===== config.mk =====
export PLATFORM = sky130hd
export DESIGN_NAME = ppu_vram_arbiter
export DESIGN_NICKNAME = d
export VERILOG_FILES = /design/src/rtl/ppu_pkg.sv /design/src/rtl/ppu_cpu_req_fifo.sv /design/src/rtl/ppu_vram_arbiter.sv
export SDC_FILE = /design/constraint.sdc
export NUM_CORES = 1
export LEC_CHECK = 0
export ABC_AREA = 1
export BUFFER_PORTS_ARGS = -buffer_cell sky130_fd_sc_hd__buf_2
export CORE_ASPECT_RATIO = 1.4
export CORE_MARGIN = 2
export CORE_UTILIZATION = 25
export CTS_CLUSTER_DIAMETER = 40
export DETAILED_ROUTE_END_ITERATION = 6
export PLACE_DENSITY = 0.48
export REMOVE_ABC_BUFFERS = 1
export SKIP_LAST_GASP = 1
export SYNTH_ARGS = -nofsm -noshare
export SYNTH_HDL_FRONTEND = slang
export SYNTH_HIERARCHICAL = 1
export SYNTH_SLANG_ARGS = --single-unit

===== constraint.sdc =====
create_clock -name PPU_SLOW_CLOCK -period 2.5 [get_ports PPU_SLOW_CLOCK]
set_input_delay 0.125 -clock PPU_SLOW_CLOCK [delete_from_list [all_inputs] [get_ports PPU_SLOW_CLOCK]]
set_output_delay 0.125 -clock PPU_SLOW_CLOCK [all_outputs]
set_load 0.02 [all_outputs]

===== src/rtl/ppu_pkg.sv =====
// ppu_pkg: shared types and constants for the PPU VRAM arbiter slice.
// Latency: n/a (types, constants and one pure address-fold function).
// Backpressure: n/a.
// Contents: vram_req_t queued CPU access, vram_owner_e read owner,
//           arb_state_e issue FSM states, nametable mirror window bounds.
package ppu_pkg;

    typedef struct packed {
        logic        we;
        logic [13:0] addr;
        logic [7:0]  wdata;
    } vram_req_t;

    typedef enum logic {
        OWN_REN = 1'b0,
        OWN_CPU = 1'b1
    } vram_owner_e;

    typedef enum logic [1:0] {
        IDLE      = 2'd0,
        REN_ISSUE = 2'd1,
        CPU_ISSUE = 2'd2
    } arb_state_e;

    localparam logic [13:0] NT_MIRROR_BASE = 14'h3000;
    localparam logic [13:0] NT_MIRROR_END  = 14'h3EFF;

    // $3000-$3EFF mirrors the nametables at $2000-$2EFF; palette space
    // ($3F00-$3FFF) and everything else pass through untouched.
    function automatic logic [13:0] fold_addr(input logic [13:0] a);
        if ((a >= NT_MIRROR_BASE) && (a <= NT_MIRROR_END))
            return {a[13], 1'b0, a[11:0]};
        return a;
    endfunction

endpackage


===== src/rtl/ppu_cpu_req_fifo.sv =====
// ppu_cpu_req_fifo: 2-deep queue of CPU VRAM requests.
// Latency: a pushed entry is visible at head_o the cycle after the push.
// Backpressure: full_o from registered count; push while full or pop while empty is ignored.
// Ports: PPU_SLOW_CLOCK, RST (sync, active-high), push_i/push_dat_i,
//        pop_i, head_o, full_o, empty_o.
module ppu_cpu_req_fifo
    import ppu_pkg::*;
(
    input  logic      PPU_SLOW_CLOCK,
    input  logic      RST,
    input  logic      push_i,
    input  vram_req_t push_dat_i,
    input  logic      pop_i,
    output vram_req_t head_o,
    output logic      full_o,
    output logic      empty_o
);

    vram_req_t  mem_q [2];
    logic       wr_ptr_q, wr_ptr_d;
    logic       rd_ptr_q, rd_ptr_d;
    logic [1:0] count_q, count_d;
    logic       do_push, do_pop;

    assign full_o  = (count_q == 2'd2);
    assign empty_o = (count_q == 2'd0);
    assign head_o  = mem_q[rd_ptr_q];
    assign do_push = push_i & ~full_o;
    assign do_pop  = pop_i & ~empty_o;

    always_comb begin
        wr_ptr_d = wr_ptr_q ^ do_push;
        rd_ptr_d = rd_ptr_q ^ do_pop;
        count_d  = count_q;
        if (do_push && !do_pop)
            count_d = count_q + 2'd1;
        else if (do_pop && !do_push)
            count_d = count_q - 2'd1;
    end

    always_ff @(posedge PPU_SLOW_CLOCK) begin
        if (RST) begin
            wr_ptr_q <= 1'b0;
            rd_ptr_q <= 1'b0;
            count_q  <= 2'd0;
        end else begin
            wr_ptr_q <= wr_ptr_d;
            rd_ptr_q <= rd_ptr_d;
            count_q  <= count_d;
        end
    end

    // Storage needs no reset: count gates every read of it.
    always_ff @(posedge PPU_SLOW_CLOCK) begin
        if (do_push && !RST)
            mem_q[wr_ptr_q] <= push_dat_i;
    end

endmodule


===== src/rtl/ppu_vram_arbiter.sv =====
// ppu_vram_arbiter: shares single-port VRAM between render fetch (priority) and queued CPU PPUDATA accesses.
// Latency: grant N -> MEM_* N+1 -> read data with VALID in N+2; CPU push-to-grant 1 cycle minimum.
// Backpressure: render held by REN_GNT; CPU by CPU_READY (2-entry queue); reads cannot be stalled.
// Ports: REN_REQ/REN_ADDR -> REN_GNT, REN_RDATA/REN_VALID;
//        CPU_REQ/CPU_WE/CPU_ADDR/CPU_WDATA -> CPU_READY, CPU_RDATA/CPU_VALID;
//        MEM_ADDR/MEM_WE/MEM_WDATA registered to VRAM, MEM_RDATA back (1-cycle sync read).
// Option: define VRAM_ARB_STARVE_EN to force a CPU slot after MAX_WAIT waiting cycles.
module ppu_vram_arbiter
    import ppu_pkg::*;
#(
    parameter int ADDR_W   = 14,
    parameter int MAX_WAIT = 8
)
(
    input  logic              PPU_SLOW_CLOCK,
    input  logic              RST,
    input  logic              REN_REQ,
    input  logic [ADDR_W-1:0] REN_ADDR,
    output logic              REN_GNT,
    output logic [7:0]        REN_RDATA,
    output logic              REN_VALID,
    input  logic              CPU_REQ,
    input  logic              CPU_WE,
    input  logic [ADDR_W-1:0] CPU_ADDR,
    input  logic [7:0]        CPU_WDATA,
    output logic              CPU_READY,
    output logic [7:0]        CPU_RDATA,
    output logic              CPU_VALID,
    output logic [ADDR_W-1:0] MEM_ADDR,
    output logic              MEM_WE,
    output logic [7:0]        MEM_WDATA,
    input  logic [7:0]        MEM_RDATA
);

    vram_req_t   fifo_head;
    logic        fifo_full, fifo_empty;
    logic        gnt_ren, gnt_cpu, force_cpu;

    arb_state_e  state_q, state_d;
    logic [ADDR_W-1:0] mem_addr_q, mem_addr_d;
    logic        mem_we_q, mem_we_d;
    logic [7:0]  mem_wdata_q, mem_wdata_d;

    // Return stage of the owner pipeline; the issue stage is the FSM state
    // itself (REN_ISSUE, or CPU_ISSUE without a write strobe, is a read).
    logic        iss_rd_vld;
    vram_owner_e iss_owner;
    logic        ret_vld_q;
    vram_owner_e ret_own_q;
    logic [7:0]  ren_rdata_q, cpu_rdata_q;

    ppu_cpu_req_fifo u_cpu_fifo (
        .PPU_SLOW_CLOCK (PPU_SLOW_CLOCK),
        .RST            (RST),
        .push_i         (CPU_REQ),
        .push_dat_i     ('{we: CPU_WE, addr: CPU_ADDR, wdata: CPU_WDATA}),
        .pop_i          (gnt_cpu),
        .head_o         (fifo_head),
        .full_o         (fifo_full),
        .empty_o        (fifo_empty)
    );

    assign CPU_READY = ~fifo_full;

`ifdef VRAM_ARB_STARVE_EN
    localparam int WAIT_W = $clog2(MAX_WAIT) + 1;
    logic [WAIT_W-1:0] wait_q, wait_d;

    always_comb begin
        wait_d = wait_q + 1'b1;
        if (fifo_empty || gnt_cpu)
            wait_d = '0;
    end

    always_ff @(posedge PPU_SLOW_CLOCK) begin
        if (RST)
            wait_q <= '0;
        else
            wait_q <= wait_d;
    end

    // The forced cycle grants the CPU, which clears the counter, so the
    // override lasts exactly one cycle.
    assign force_cpu = (wait_q == WAIT_W'(MAX_WAIT));
`else
    logic unused_max_wait;
    assign unused_max_wait = ^MAX_WAIT;
    assign force_cpu       = 1'b0;
`endif

    // Grants are suppressed during reset so nothing is popped or issued.
    assign gnt_ren = REN_REQ & ~force_cpu & ~RST;
    assign gnt_cpu = ~gnt_ren & ~fifo_empty & ~RST;
    assign REN_GNT = gnt_ren;

    always_comb begin
        state_d     = IDLE;
        mem_addr_d  = mem_addr_q;
        mem_we_d    = 1'b0;
        mem_wdata_d = mem_wdata_q;
        if (gnt_ren) begin
            state_d    = REN_ISSUE;
            mem_addr_d = fold_addr(REN_ADDR);
        end else if (gnt_cpu) begin
            state_d     = CPU_ISSUE;
            mem_addr_d  = fold_addr(fifo_head.addr);
            mem_we_d    = fifo_head.we;
            mem_wdata_d = fifo_head.wdata;
        end
    end

    assign iss_rd_vld = (state_q == REN_ISSUE) || ((state_q == CPU_ISSUE) && !mem_we_q);
    assign iss_owner  = (state_q == CPU_ISSUE) ? OWN_CPU : OWN_REN;

    always_ff @(posedge PPU_SLOW_CLOCK) begin
        if (RST) begin
            state_q     <= IDLE;
            mem_addr_q  <= '0;
            mem_we_q    <= 1'b0;
            mem_wdata_q <= '0;
            ret_vld_q   <= 1'b0;
            ret_own_q   <= OWN_REN;
            ren_rdata_q <= '0;
            cpu_rdata_q <= '0;
        end else begin
            state_q     <= state_d;
            mem_addr_q  <= mem_addr_d;
            mem_we_q    <= mem_we_d;
            mem_wdata_q <= mem_wdata_d;
            ret_vld_q   <= iss_rd_vld;
            ret_own_q   <= iss_owner;
            if (REN_VALID)
                ren_rdata_q <= MEM_RDATA;
            if (CPU_VALID)
                cpu_rdata_q <= MEM_RDATA;
        end
    end

    assign MEM_ADDR  = mem_addr_q;
    assign MEM_WE    = mem_we_q;
    assign MEM_WDATA = mem_wdata_q;

    // Memory data is forwarded straight through in its return cycle; the
    // captured copy holds the value between returns.
    assign REN_VALID = ret_vld_q & (ret_own_q == OWN_REN) & ~RST;
    assign CPU_VALID = ret_vld_q & (ret_own_q == OWN_CPU) & ~RST;
    assign REN_RDATA = REN_VALID ? MEM_RDATA : ren_rdata_q;
    assign CPU_RDATA = CPU_VALID ? MEM_RDATA : cpu_rdata_q;

endmodule


======== Word level (Yosys, flattened, before mapping) ========
Memories as Yosys holds them, arrays and structs flattened. A register that Yosys moved wholly into a read port is not among the register bits.
Cells that the tools add are included.
word-level totals
  flip-flop bits (word level) ............. 47
  ROM bits ................................ 0
  logic and storage cells ................. 77
  RAM bits ................................ 46
  output and inout port bits .............. 43
  latch bits .............................. 0
  memories kept ........................... 1
  bits of input ports ..................... 49
operators by class
  shifts and indexed selects .............. 0
  eq/ne operators ......................... 3
  bitwise logic cells ..................... 17
  muxes and demuxes ....................... 21
  reduce and logical (&&, ||, !) cells .... 17
  divide/modulo/power cells ............... 0
  add/subtract/negate cells ............... 2
  multipliers ............................. 0
  $lt $le $gt $ge ......................... 4
memory list
  memory            depth  width  rd ports  clocked after Yosys merged registers in  wr ports  line                    source
  u_cpu_fifo.mem_q  2      23     1         1                                        1         ppu_cpu_req_fifo.sv:19  vram_req_t mem_q [2];
operators with widths
  operator              count
  $mux 14               6
  $ge 14x14->1 const B  2
  $le 14x14->1 const B  2
  $mux 8                2
  $mux 1                10
  $and 1x1->1           9
  $logic_and 1x1->1     6
  $mux 2                3
  $not 1->1             6
  $eq 2x2->1 const B    2
  $logic_not 1->1       4
  $reduce_bool 2->1     2
  $reduce_or 3->1       1
  $add 2x1->2 const B   1
  $eq 2x1->1 const B    1
  $logic_not 2->1       1
  $reduce_and 2->1      1
  $reduce_or 2->1       1
  $sub 2x1->2 const B   1
  $xor 1x1->1           2
  $logic_or 1x1->1      1

======== Longest topological paths before layout ========
Gate-level depths: netlist of run 1.
  word-level depth ........................ 10
  depth in mapped cells ................... 12
  depth with buffers taken out ............ 12

======== Cells and area by module ========
The synthesis of run 1 kept the hierarchy.
modules (own cells, without submodules)
  module            times used  seq. area each (µm²)  area each (µm²)  cells each
  ppu_vram_arbiter  1           860.8                 1925.6           275
  ppu_cpu_req_fifo  1           1461.4                1899.3           155

======== Least setup slack after synthesis of run 1 ========
OpenSTA, ideal clock, no wires.
  path type ............................... register -> register
  start point ............................. register u_cpu_fifo.count_q[0]
  end point ............................... memory u_cpu_fifo/mem_q[1][0] (netlist bit) (enable)
  setup slack ............................. -0.053 ns
  setup time .............................. 0.432 ns
  cell stages (with the launch flop) ...... 3
  arrival time ............................ 2.121 ns
  buffers on the path ..................... 0
  data required time ...................... 2.068 ns
  period minus slack after synthesis ...... 2.553 ns
  cell sequence ........................... dfxtp_1 -> o21ai_1 -> nor3_1
between the ends
  cells in the longest elaborated chain, start to end .. 6
ends and longest elaborated chain
  element                       line                    source
  start, declared               ppu_cpu_req_fifo.sv:22  logic [1:0] count_q, count_d;
  start signal, assigned        ppu_cpu_req_fifo.sv:49  count_q <= count_d;
  $eq 2x2->1                    ppu_cpu_req_fifo.sv:25  assign full_o = (count_q == 2'd2);
  $not 1->1                     ppu_cpu_req_fifo.sv:28  assign do_push = push_i & ~full_o;
  $and 1x1->1                   ppu_cpu_req_fifo.sv:28
  $logic_and 1x1->1             ppu_cpu_req_fifo.sv:55  if (do_push && !RST)
  $mux 1                        ppu_cpu_req_fifo.sv:55
  $mux 1 (not written as such)  ppu_cpu_req_fifo.sv:56  mem_q[wr_ptr_q] <= push_dat_i;
  end, declared                 ppu_cpu_req_fifo.sv:19
Every way passes these cells.

======== Worst setup path after layout of run 1 ========
  start point ............................. register u_cpu_fifo.count_q[0]
  end point ............................... register u_cpu_fifo.count_q[1]
between the ends
  cells in the longest elaborated chain, start to end .. 8
  elaborated cells between the ends (all ways) .. 17
  classes of those cells .................. add/sub: 2; eq/ne: 1; mux: 2; bitwise: 6; reduce/logical: 6
ends and longest elaborated chain
  element                                      line                    source
  $logic_not 2->1 (*)                          ppu_cpu_req_fifo.sv:26  assign empty_o = (count_q == 2'd0);
  named net fifo_empty                         ppu_vram_arbiter.sv:36  logic fifo_full, fifo_empty;
  $not 1->1 (*)                                ppu_vram_arbiter.sv:93  assign gnt_cpu = ~gnt_ren & ~fifo_empty & ~RST;
  $and 1x1->1 (*) (2 in series)                ppu_vram_arbiter.sv:93
  named net gnt_cpu                            ppu_vram_arbiter.sv:37  logic gnt_ren, gnt_cpu, force_cpu;
  $and 1x1->1 (*)                              ppu_cpu_req_fifo.sv:29  assign do_pop = pop_i & ~empty_o;
  $logic_not 1->1                              ppu_cpu_req_fifo.sv:35  if (do_push && !do_pop)
  $logic_and 1x1->1                            ppu_cpu_req_fifo.sv:35
  $mux 2 or $reduce_bool 2->1 (tied branches)  --
The timed path passes the listed nets; every way through them passes the cells marked *. The select of a mux whose other input is x is not followed.
A chain may end at the register's enable or synchronous reset.

==> results of run 1 <==
[through the flow]
step	utilization	instances
after floorplan	-	416
after global placement	0.297	702
after detailed placement	0.297	702
after CTS	0.329	740
after global routing	0.330	741
final	0.330	742
[layout make-up]
type	instances	area share
antenna	1	0.000506
clock inverter	5	0.00607
multi-input combinational	256	0.234
clock buffer	11	0.0471
tap	192	0.0486
inverter	67	0.0508
timing repair buffer	117	0.143
sequential	93	0.470
[path summary, 6_finish.rpt]
path | end | slack [ns] | start
min | ren_rdata_q[1]$_SDFF_PP0_ | 0.06 | MEM_RDATA[1]
max | u_cpu_fifo/count_q[1]$_SDFFE_PP0P_ | 0.65 | u_cpu_fifo/count_q[0]$_SDFFE_PP0P_
max reg2reg | u_cpu_fifo/count_q[1]$_SDFFE_PP0P_ | 0.65 | u_cpu_fifo/count_q[0]$_SDFFE_PP0P_
min reg2reg | ret_own_q$_SDFF_PP0_ | 0.43 | state_q[0]$_SDFF_PP0_
[routing by layer]
metal,share of wire,up-vias,GRT usage
li1,-,1587,-
met1,0.42,1294,0.129
met2,0.51,58,0.194
met3,0.039,12,0.0264
met4,0.029,0,0.0615
met5,0,-,0
[synth_stat cells (all sizes together)]
cell | number | area (µm²)
nor3 | 3 | 26.3
and2 | 1 | 6.26
clkbuf | 3 | 11.3
nand3 | 13 | 65.1
a21oi | 16 | 80.1
edfxtp | 46 | 1380
nand4 | 1 | 6.26
a211oi | 8 | 65.1
ha | 1 | 12.5
inv | 67 | 251
or2 | 3 | 18.8
o21ai | 32 | 160
nand2 | 145 | 574
dfxtp | 47 | 941
nor2 | 33 | 136
buf | 11 | 88.8
[power by group through the flow]
stage / Sequential, mW / Clock [mW] / Combinational (mW)
3_3_place_gp: 1.78 / 0 / 0.467
5_1_grt: 1.75 / 1.33 / 0.560
2_1_floorplan: 1.82 / 0 / 0.242
4_1_cts: 1.75 / 1.27 / 0.502
3_5_place_dp: 1.78 / 0 / 0.475
6_report: 1.74 / 1.21 / 0.493
[flip-flops by register name (all words and copies together), names as in the netlist, 2 cells and up]
| signal | cells |
|---|---|
| MEM_ADDR | 14 |
| MEM_WDATA | 8 |
| cpu_rdata_q | 8 |
| ren_rdata_q | 8 |
| state_q | 2 |
| u_cpu_fifo/count_q | 2 |
| u_cpu_fifo/mem_q | 46 |
[cell families after synthesis]
group                      Yosys count
DFF                                 93
adders and majority gates            1
and+or+nand+nor                    199
AOI/OAI and AO/OA                   56
buffers and inverters               81
[placed cells by master (no fill, tap or decap), drive strengths merged, types with 13 or more instances in the layout]
| cell type | Yosys | layout |
|---|---|---|
| nand2 | 145 | 145 |
| buf | 11 | 94 |
| inv | 67 | 67 |
| dfxtp | 47 | 47 |
| edfxtp | 46 | 46 |
| nor2 | 33 | 33 |
| o21ai | 32 | 32 |
| dlygate4sd3 | 0 | 23 |
| a21oi | 16 | 16 |
| nand3 | 13 | 13 |
[tightest hold or removal path: stages]
cell and delay, ns:
buf_2 0.11, inv_1 0.06, a211oi_1 0.06
==> impl_metrics.json, run 1 <==
{
  "dp_hpwl_mm": 6.35,
  "slew_viol_final": 0,
  "clk-insertion-delay-late_ns": 0.34,
  "fin_setup_tns_ns": 0,
  "ys_ff_latch": 93,
  "path_clk_slew_ns": 0.06,
  "rsz0062_at_grt": "no",
  "holdBufCountCts": 22,
  "switchingPower_uw": 908,
  "worst_clock_skew_ns": 0.00936,
  "design_area_um2": 4950,
  "dp_slack_ns": 0.553,
  "p_int_mw": 2.54,
  "power_frac_comb": 0.143,
  "dpl_cell_area_um2": 4450,
  "postSynthCellCount": 430,
  "drv_cap": 0,
  "fp.dieArea_um2": 16300,
  "num-fill-cells": 1584,
  "fmax_mhz": 540,
  "path_class": "reg -> reg",
  "grt_pass1_wl_mm": 14.0,
  "vias": 2951,
  "numCtsBuffers": 9,
  "synth_fa_ha_area_frac": 0.00327,
  "slew_headroom": 0.574,
  "core_area_um2": 15000,
  "slowest_delay_ns": 0.45,
  "worstMarginPinSlew_ns": 0.637,
  "drc": 0,
  "path_depth": 10,
  "cts_sinks": 93,
  "finalWirelength_mm": 8.75,
  "hold_path_depth": 3,
  "min_period_ns": 1.85,
  "status": "complete, no violations",
  "power_density_nw_per_um2": 698,
  "dr.pass1.iters": 4,
  "critPathArrivalTime_ns": 2.09,
  "pwr-share-seq": 0.505,
  "synthSimpleGateAreaFrac": 0.218,
  "fin_crit_sh": 0.740,
  "synth_area_um2": 3820,
  "yosysSeqAreaShare": 0.607,
  "cts_tree": "done",
  "cts_setup_buffers": 0,
  "gp_congestion": 0.762,
  "die_h_um": 150,
  "port-buffer-count": 91,
  "synthMuxAreaShare": 0,
  "p_clk_frac": 0.352,
  "h-tree-depth": 3,
  "rows": 53,
  "regArea_um2": 2320,
  "endpoint_kind": "register",
  "setup_viol": 0,
  "hold_ws_ns": 0.0607,
  "area_delta_synth_final_pct": 29.3,
  "clk_path_buf_depth": 2,
  "hold_path_class": "in -> reg",
  "avgSynthCellArea_um2": 8.90,
  "r2r_cells": 10,
  "cts_root_buf": "clkbuf_16",
  "vias_per_cell": 3.98,
  "start_util": 0.255,
  "synth_cell_type_count": 26,
  "grt_max_degree": 27,
  "yosys_warnings": 6,
  "multi_input_area_um2": 1160,
  "drive_gt1_frac": 0.235,
  "synth_compound_area_frac": 0.0798,
  "peakVddDrop_mv": 0.264,
  "gr-total-overflow": 0,
  "crit_path_cell_trace": "nor2_1 -> nor2_1 -> nand2_4 -> inv_2 -> o21ai_1 -> ha_1 -> inv_1 -> nand4_1 -> nand2_1 -> nor2_1",
  "switching_share": 0.263,
  "setup_ws_ns": 0.650,
  "io_pins": 92,
  "p_leak_nw": 2.40,
  "fin_nets": 594,
  "wl_per_cell_um": 11.8,
  "grtUsageTotal": 0.113,
  "power_mw": 3.45,
  "critPathBufInv": 2,
  "antenna_found_initial": 0,
  "required_ns": 2.74,
  "cts_resized": 0,
  "hold_viol_final": 0,
  "grt_pass1_vias": 2877,
  "cp_max_fo": 16,
  "ant_nets": 0,
  "crit_family": "simple AND/OR/NAND/NOR gates",
  "synth-xor-area-share": 0,
  "start_kind": "register",
  "synth_top_family_by_area": "simple AND/OR/NAND/NOR gates",
  "slowest_stage": "dfxtp_1",
  "crit_path_frequent_cell": "nor2_1",
  "drt_iter0_drc": 126,
  "die_w_um": 109
}
Note: power is estimated with default switching activity, not from simulation.
==> inputs of run 2 (changes only) <==
clock period = 1.7 ns   (was 2.5 ns; I/O delays follow)
==> run 2 against run 1 <==
  * Sequential share of layout area down 1.3 points
  * Final cell count up 1.2%
  * Clock power up 61%
  * Worst setup slack worse by 0.58 ns
  * Critical path type is now reg -> out
  * Worst hold slack worse by 0.047 ns
==> impl_metrics.json, run 2 (synthesis results as in run 1) <==
{
  "switchingPower_mw": 1.43,
  "grtUsageTotal": 0.113,
  "dp_hpwl_mm": 6.55,
  "final_cell_mix": "nand2_1 (139), buf_2 (91), inv_1 (61), dfxtp_1 (46), edfxtp_1 (46)",
  "rrSetupSlack_ns": 0.12,
  "top_usage_layer": "met2",
  "grt_max_degree": 24,
  "hold_path_class": "in -> reg",
  "pwr-share-seq": 0.485,
  "top_register": "u_cpu_fifo/mem_q",
  "io_pins": 92,
  "required_ns": 1.62,
  "final_common_cell": "nand2_1",
  "fmax_mhz": 612,
  "fin_nets": 604,
  "slew_headroom": 0.789,
  "final_cells": 751,
  "rsz0062_at_grt": "yes",
  "gr-total-overflow": 0,
  "vias_per_cell": 4.03,
  "die_w_um": 109,
  "cts_root_buf": "clkbuf_16",
  "slew_viol_final": 0,
  "worstMarginPinSlew_ns": 0.315,
  "cts_sinks": 93,
  "peakVddDrop_mv": 0.410,
  "status": "complete, no violations",
  "power_mw": 5.28,
  "path_clk_slew_ns": 0.07,
  "clk_path_buf_depth": 2,
  "grt_pass1_wl_mm": 14.1,
  "h-tree-depth": 3,
  "fin_crit_sh": 0.961,
  "largest_register_ffs": 46,
  "grt_pass1_vias": 2961,
  "gp_congestion": 0.790,
  "core_area_um2": 15000,
  "vias": 3030,
  "regArea_um2": 2320,
  "hold_viol_final": 0,
  "grt_util_met1": 0.124,
  "start_util": 0.255,
  "slowest_stage": "dfxtp_1",
  "p_clk_frac": 0.369,
  "fp.dieArea_um2": 16300,
  "cp-endpoint": "CPU_RDATA[4]",
  "cts_tree": "done",
  "dpl_cell_area_um2": 4530,
  "endpoint_kind": "primary output",
  "dp_slack_ns": 0.0900,
  "cp_max_fo": 17,
  "wl_per_cell_um": 11.8,
  "critPathArrivalTime_ns": 1.55,
  "rows": 53,
  "drive_gt1_frac": 0.252,
  "switching_share": 0.271,
  "die_h_um": 150,
  "design_area_um2": 5080,
  "min_period_ns": 1.63,
  "area_delta_synth_final_pct": 32.9,
  "drc": 0,
  "num_antenna_cells": 0,
  "clk-insertion-delay-late_ns": 0.34,
  "dr.pass1.iters": 4,
  "r2r_cells": 11,
  "multi_input_area_um2": 1160,
  "fin_util": 0.339,
  "worst_clock_skew_ns": 0.00604,
  "dp_cells": 709,
  "ant_nets": 0,
  "drv_cap": 0,
  "slowest_delay_ns": 0.31,
  "met3_usage": 0.0212,
  "p_leak_nw": 2.47,
  "path_class": "reg -> out",
  "port-buffer-count": 91,
  "num-fill-cells": 1602,
  "drt_iter0_drc": 94,
  "crit_path_frequent_cell": "inv_1",
  "crit_path_cell_trace": "inv_1 -> nor2_2 -> nand2_2 -> o21ai_0 -> inv_1 -> buf_2",
  "setup_viol": 0,
  "power_density_nw_per_um2": 1040,
  "startpoint": "ret_vld_q$_SDFF_PP0_",
  "grt_use_met2": 0.209,
  "setup_ws_ns": 0.0662,
  "antenna_found_initial": 0,
  "power_frac_comb": 0.146,
  "finalWirelength_mm": 8.87,
  "numCtsBuffers": 9,
  "rr_startpoint": "u_cpu_fifo/count_q[1]$_SDFFE_PP0P_",
  "start_kind": "register",
  "p_int_mw": 3.85,
  "timing.rr.end": "u_cpu_fifo/count_q[1]$_SDFFE_PP0P_"
}
-- run 2: how the worst min path moves through the flow --
stage | from | to | slack (ns) | depth (start not counted)
finish | MEM_RDATA[0] | ren_rdata_q[0]$_SDFF_PP0_ | 0.01 | 3
global route | MEM_RDATA[7] | ren_rdata_q[7]$_SDFF_PP0_ | 0.02 | 3
CTS | MEM_RDATA[0] | ren_rdata_q[0]$_SDFF_PP0_ | 0.0004 | 3
detailed placement | CPU_ADDR[9] | u_cpu_fifo/mem_q[1][17]$_DFFE_PP_ | 0.28 | 1
global placement | CPU_ADDR[12] | u_cpu_fifo/mem_q[1][20]$_DFFE_PP_ | 0.28 | 1
floorplan | RST | u_cpu_fifo/wr_ptr_q$_SDFF_PP0_ | 0.15 | 1
-- run 2: what timing repair did --
action / in CTS / in global routing
endpoints found under the hold margin: 49 / 0
hold buffers: 26 / 0
buffers inserted: 0 / 0
gates resized for setup: 0 / 3
endpoints found under the setup margin: 0 / 15
-- run 2: through the flow --
step / hold WS (ns) / TNS [ns]
after global routing: 0.0178 / -0.562
after CTS: 0.000384 / 0
after floorplan: 0.154 / -27.01
final: 0.0136 / 0
after detailed placement: 0.278 / 0
after global placement: 0.276 / 0
-- run 2: critical path, delay by kind of cell (launching register included) --
| kind | cells | cell delay [ns] |
|---|---|---|
| AOI/OAI and AO/OA | 1 | 0.30 |
| buffers and inverters | 3 | 0.29 |
| DFF | 1 | 0.31 |
| and+or+nand+nor | 2 | 0.32 |
-- run 2: final cells by class --
| class | count | area share |
|---|---|---|
| inverter | 67 | 0.0495 |
| timing repair buffer | 127 | 0.160 |
| tap | 192 | 0.0472 |
| multi-input combinational | 256 | 0.228 |
| sequential | 93 | 0.457 |
| clock buffer | 10 | 0.0470 |
| clock inverter | 6 | 0.0106 |
-- run 2: metal layers --
layer	routed length, µm	up-vias
met5	0	-
met4	155	0
met3	289	9
met2	4710	60
met1	3720	1356
li1	-	1605
-- run 2: power groups by stage --
stage	clock network [mW]	logic, mW	registers (mW)
2_1_floorplan	0	0.356	2.67
4_1_cts	2.02	0.782	2.56
5_1_grt	2.11	0.870	2.57
6_report	1.95	0.770	2.56
3_5_place_dp	0	0.733	2.61
3_3_place_gp	0	0.718	2.61
==> inputs of run 3 (changes only) <==
PLACE_DENSITY = 0.46   (was 0.48)
RECOVER_POWER = 25   (was unset)
clock period = 1.8 ns   (was 1.7 ns; I/O delays follow)
==> run 3 against run 2 <==
  * Sequential cell count unchanged
  * Non-clock buffer count is 1 lower
  * Worst hold slack improved by 0.0085 ns
  * Sequential share of layout area is 0.45 points higher
  * Final area decreased by 0.98%
  * Clock skew increased by 0.0019 ns
  * Die area did not move
  * Via count up 2.4%
  * Critical path depth unchanged
  * Wire length increased by 3.5%
  * Clock power fell by 9.7%
  * Total power fell by 7.2%
==> impl_metrics.json, run 3 (synthesis results as in run 1) <==
{
  "status": "complete, no violations",
  "antenna_found_initial": 0,
  "fin_crit_sh": 0.917,
  "p_clk_frac": 0.359,
  "wl_per_cell_um": 12.2,
  "rows": 53,
  "final_cells": 750,
  "die_h_um": 150,
  "power_frac_comb": 0.147,
  "vias": 3104,
  "pwr-share-seq": 0.494,
  "p_leak_nw": 2.40,
  "slew_viol_final": 0,
  "path_clk_slew_ns": 0.07,
  "timing.rr.end": "u_cpu_fifo/count_q[1]$_SDFFE_PP0P_",
  "finalWirelength_mm": 9.18,
  "cts_root_buf": "clkbuf_16",
  "setup_viol": 0,
  "port-buffer-count": 91,
  "top_register": "u_cpu_fifo/mem_q",
  "io_pins": 92,
  "critPathArrivalTime_ns": 1.56,
  "rr_startpoint": "u_cpu_fifo/count_q[1]$_SDFFE_PP0P_",
  "cts_tree": "done",
  "area_delta_synth_final_pct": 31.6,
  "drt_iter0_drc": 151,
  "grtUsageTotal": 0.116,
  "largest_register_ffs": 46,
  "start_util": 0.255,
  "required_ns": 1.71,
  "p_int_mw": 3.57,
  "switching_share": 0.272,
  "start_kind": "register",
  "rrSetupSlack_ns": 0.18,
  "fin_nets": 603,
  "drc": 0,
  "worstMarginPinSlew_ns": 0.366,
  "numCtsBuffers": 9,
  "num-fill-cells": 1589,
  "hold_path_class": "in -> reg",
  "hold_path_depth": 3,
  "clk-insertion-delay-late_ns": 0.34,
  "fmax_mhz": 606,
  "worst_clock_skew_ns": 0.00790,
  "gp_congestion": 0.784,
  "final_cell_mix": "nand2_1 (139), buf_2 (72), inv_1 (61), dfxtp_1 (46), edfxtp_1 (46)",
  "hold_viol_final": 0,
  "grt_max_degree": 24,
  "rsz0062_at_grt": "yes",
  "fin_setup_tns_ns": 0,
  "hold_start": "MEM_RDATA[5]",
  "peakVddDrop_mv": 0.393,
  "dp_hpwl_mm": 6.71,
  "vias_per_cell": 4.14,
  "endpoint_kind": "primary output",
  "dp_cells": 709,
  "hold_end": "ren_rdata_q[5]$_SDFF_PP0_",
  "h-tree-depth": 3,
  "power_mw": 4.90,
  "fp.dieArea_um2": 16300,
  "dr.pass1.iters": 4,
  "die_w_um": 109,
  "grt_pass1_wl_mm": 14.5,
  "clk_path_buf_depth": 2,
  "drive_gt1_frac": 0.219,
  "drv_cap": 0,
  "final_common_cell": "nand2_1",
  "path_class": "reg -> out",
  "num_antenna_cells": 0,
  "min_period_ns": 1.65,
  "cts_sinks": 93,
  "cp_max_fo": 17,
  "ant_nets": 0,
  "core_area_um2": 15000,
  "slew_headroom": 0.756,
  "power_density_nw_per_um2": 973,
  "switchingPower_mw": 1.33,
  "r2r_cells": 11,
  "cts_setup_buffers": 0,
  "grt_pass1_vias": 3005,
  "gr-total-overflow": 0
}
run 3: cell count changes in the layout (fill, tap and decap cells not counted), moves of 2 or more:
cell | before | now
clkbuf_1 | 0 | 18
buf_2 | 91 | 72
o21ai_0 | 26 | 24
clkbuf_2 | 0 | 2
inv_6 | 3 | 1
o21ai_1 | 6 | 8
clkinvlp_4 | 1 | 4
run 3: metal layers:
layer / routed length (µm) / track usage / vias up
met1: 3770 / 0.129 / 1417
met2: 4750 / 0.213 / 77
met5: 0 / 0 / -
met4: 201 / 0.0455 / 0
li1: - / - / 1596
met3: 459 / 0.0251 / 14
run 3: how the worst max path moves through the flow:
stage	startpoint	endpoint	depth (start not counted)
floorplan	u_cpu_fifo/count_q[0]$_SDFFE_PP0P_	u_cpu_fifo/mem_q[1][0]$_DFFE_PP_	2
CTS	ret_vld_q$_SDFF_PP0_	CPU_RDATA[6]	6
global route	u_cpu_fifo/count_q[1]$_SDFFE_PP0P_	u_cpu_fifo/count_q[1]$_SDFFE_PP0P_	11
global placement	u_cpu_fifo/count_q[0]$_SDFFE_PP0P_	u_cpu_fifo/count_q[1]$_SDFFE_PP0P_	11
detailed placement	u_cpu_fifo/count_q[0]$_SDFFE_PP0P_	u_cpu_fifo/count_q[1]$_SDFFE_PP0P_	11
finish	ret_vld_q$_SDFF_PP0_	CPU_RDATA[4]	6
run 3: through the flow:
| stage | utilization | setup slack, ns | hold WS [ns] | cell area [µm²] |
|---|---|---|---|---|
| after floorplan | - | -0.753 | 0.159 | 3720 |
| after global placement | 0.302 | 0.308 | 0.277 | 4530 |
| after detailed placement | 0.302 | 0.143 | 0.282 | 4530 |
| after CTS | 0.337 | 0.0944 | 0.00720 | 5050 |
| after global routing | 0.336 | -0.00249 | 0.0255 | 5030 |
| final | 0.336 | 0.150 | 0.0221 | 5030 |
run 3: cell type report:
cell class	count	area (µm²)	share of cell area
flip-flops and latches	93	2320	0.461
multi-input cells	256	1160	0.230
repair buffers	126	785	0.156
inverters	67	251	0.0500
well taps	192	240	0.0477
clock buffers	10	229	0.0455
clock inverters	6	47.5	0.00944
run 3: power groups by stage:
stage	sequential (mW)	combinational [mW]	clock [mW]
floorplan	2.53	0.336	0
global placement	2.46	0.674	0
detailed placement	2.47	0.693	0
CTS	2.42	0.738	1.82
global route	2.43	0.812	1.89
finish	2.42	0.720	1.76
run 3: critical path: stages, from the launching register on:
cell and delay [ns]:
dfxtp_1 0.31, inv_1 0.07, nor2_2 0.11, nand2_2 0.21
o21ai_0 0.30, inv_1 0.06, buf_2 0.16
run 3: timing repair:
item	CTS	global route
hold buffers	25	0
hold endpoints to repair	48	0
gates resized for setup	0	4
setup endpoints to repair	0	4
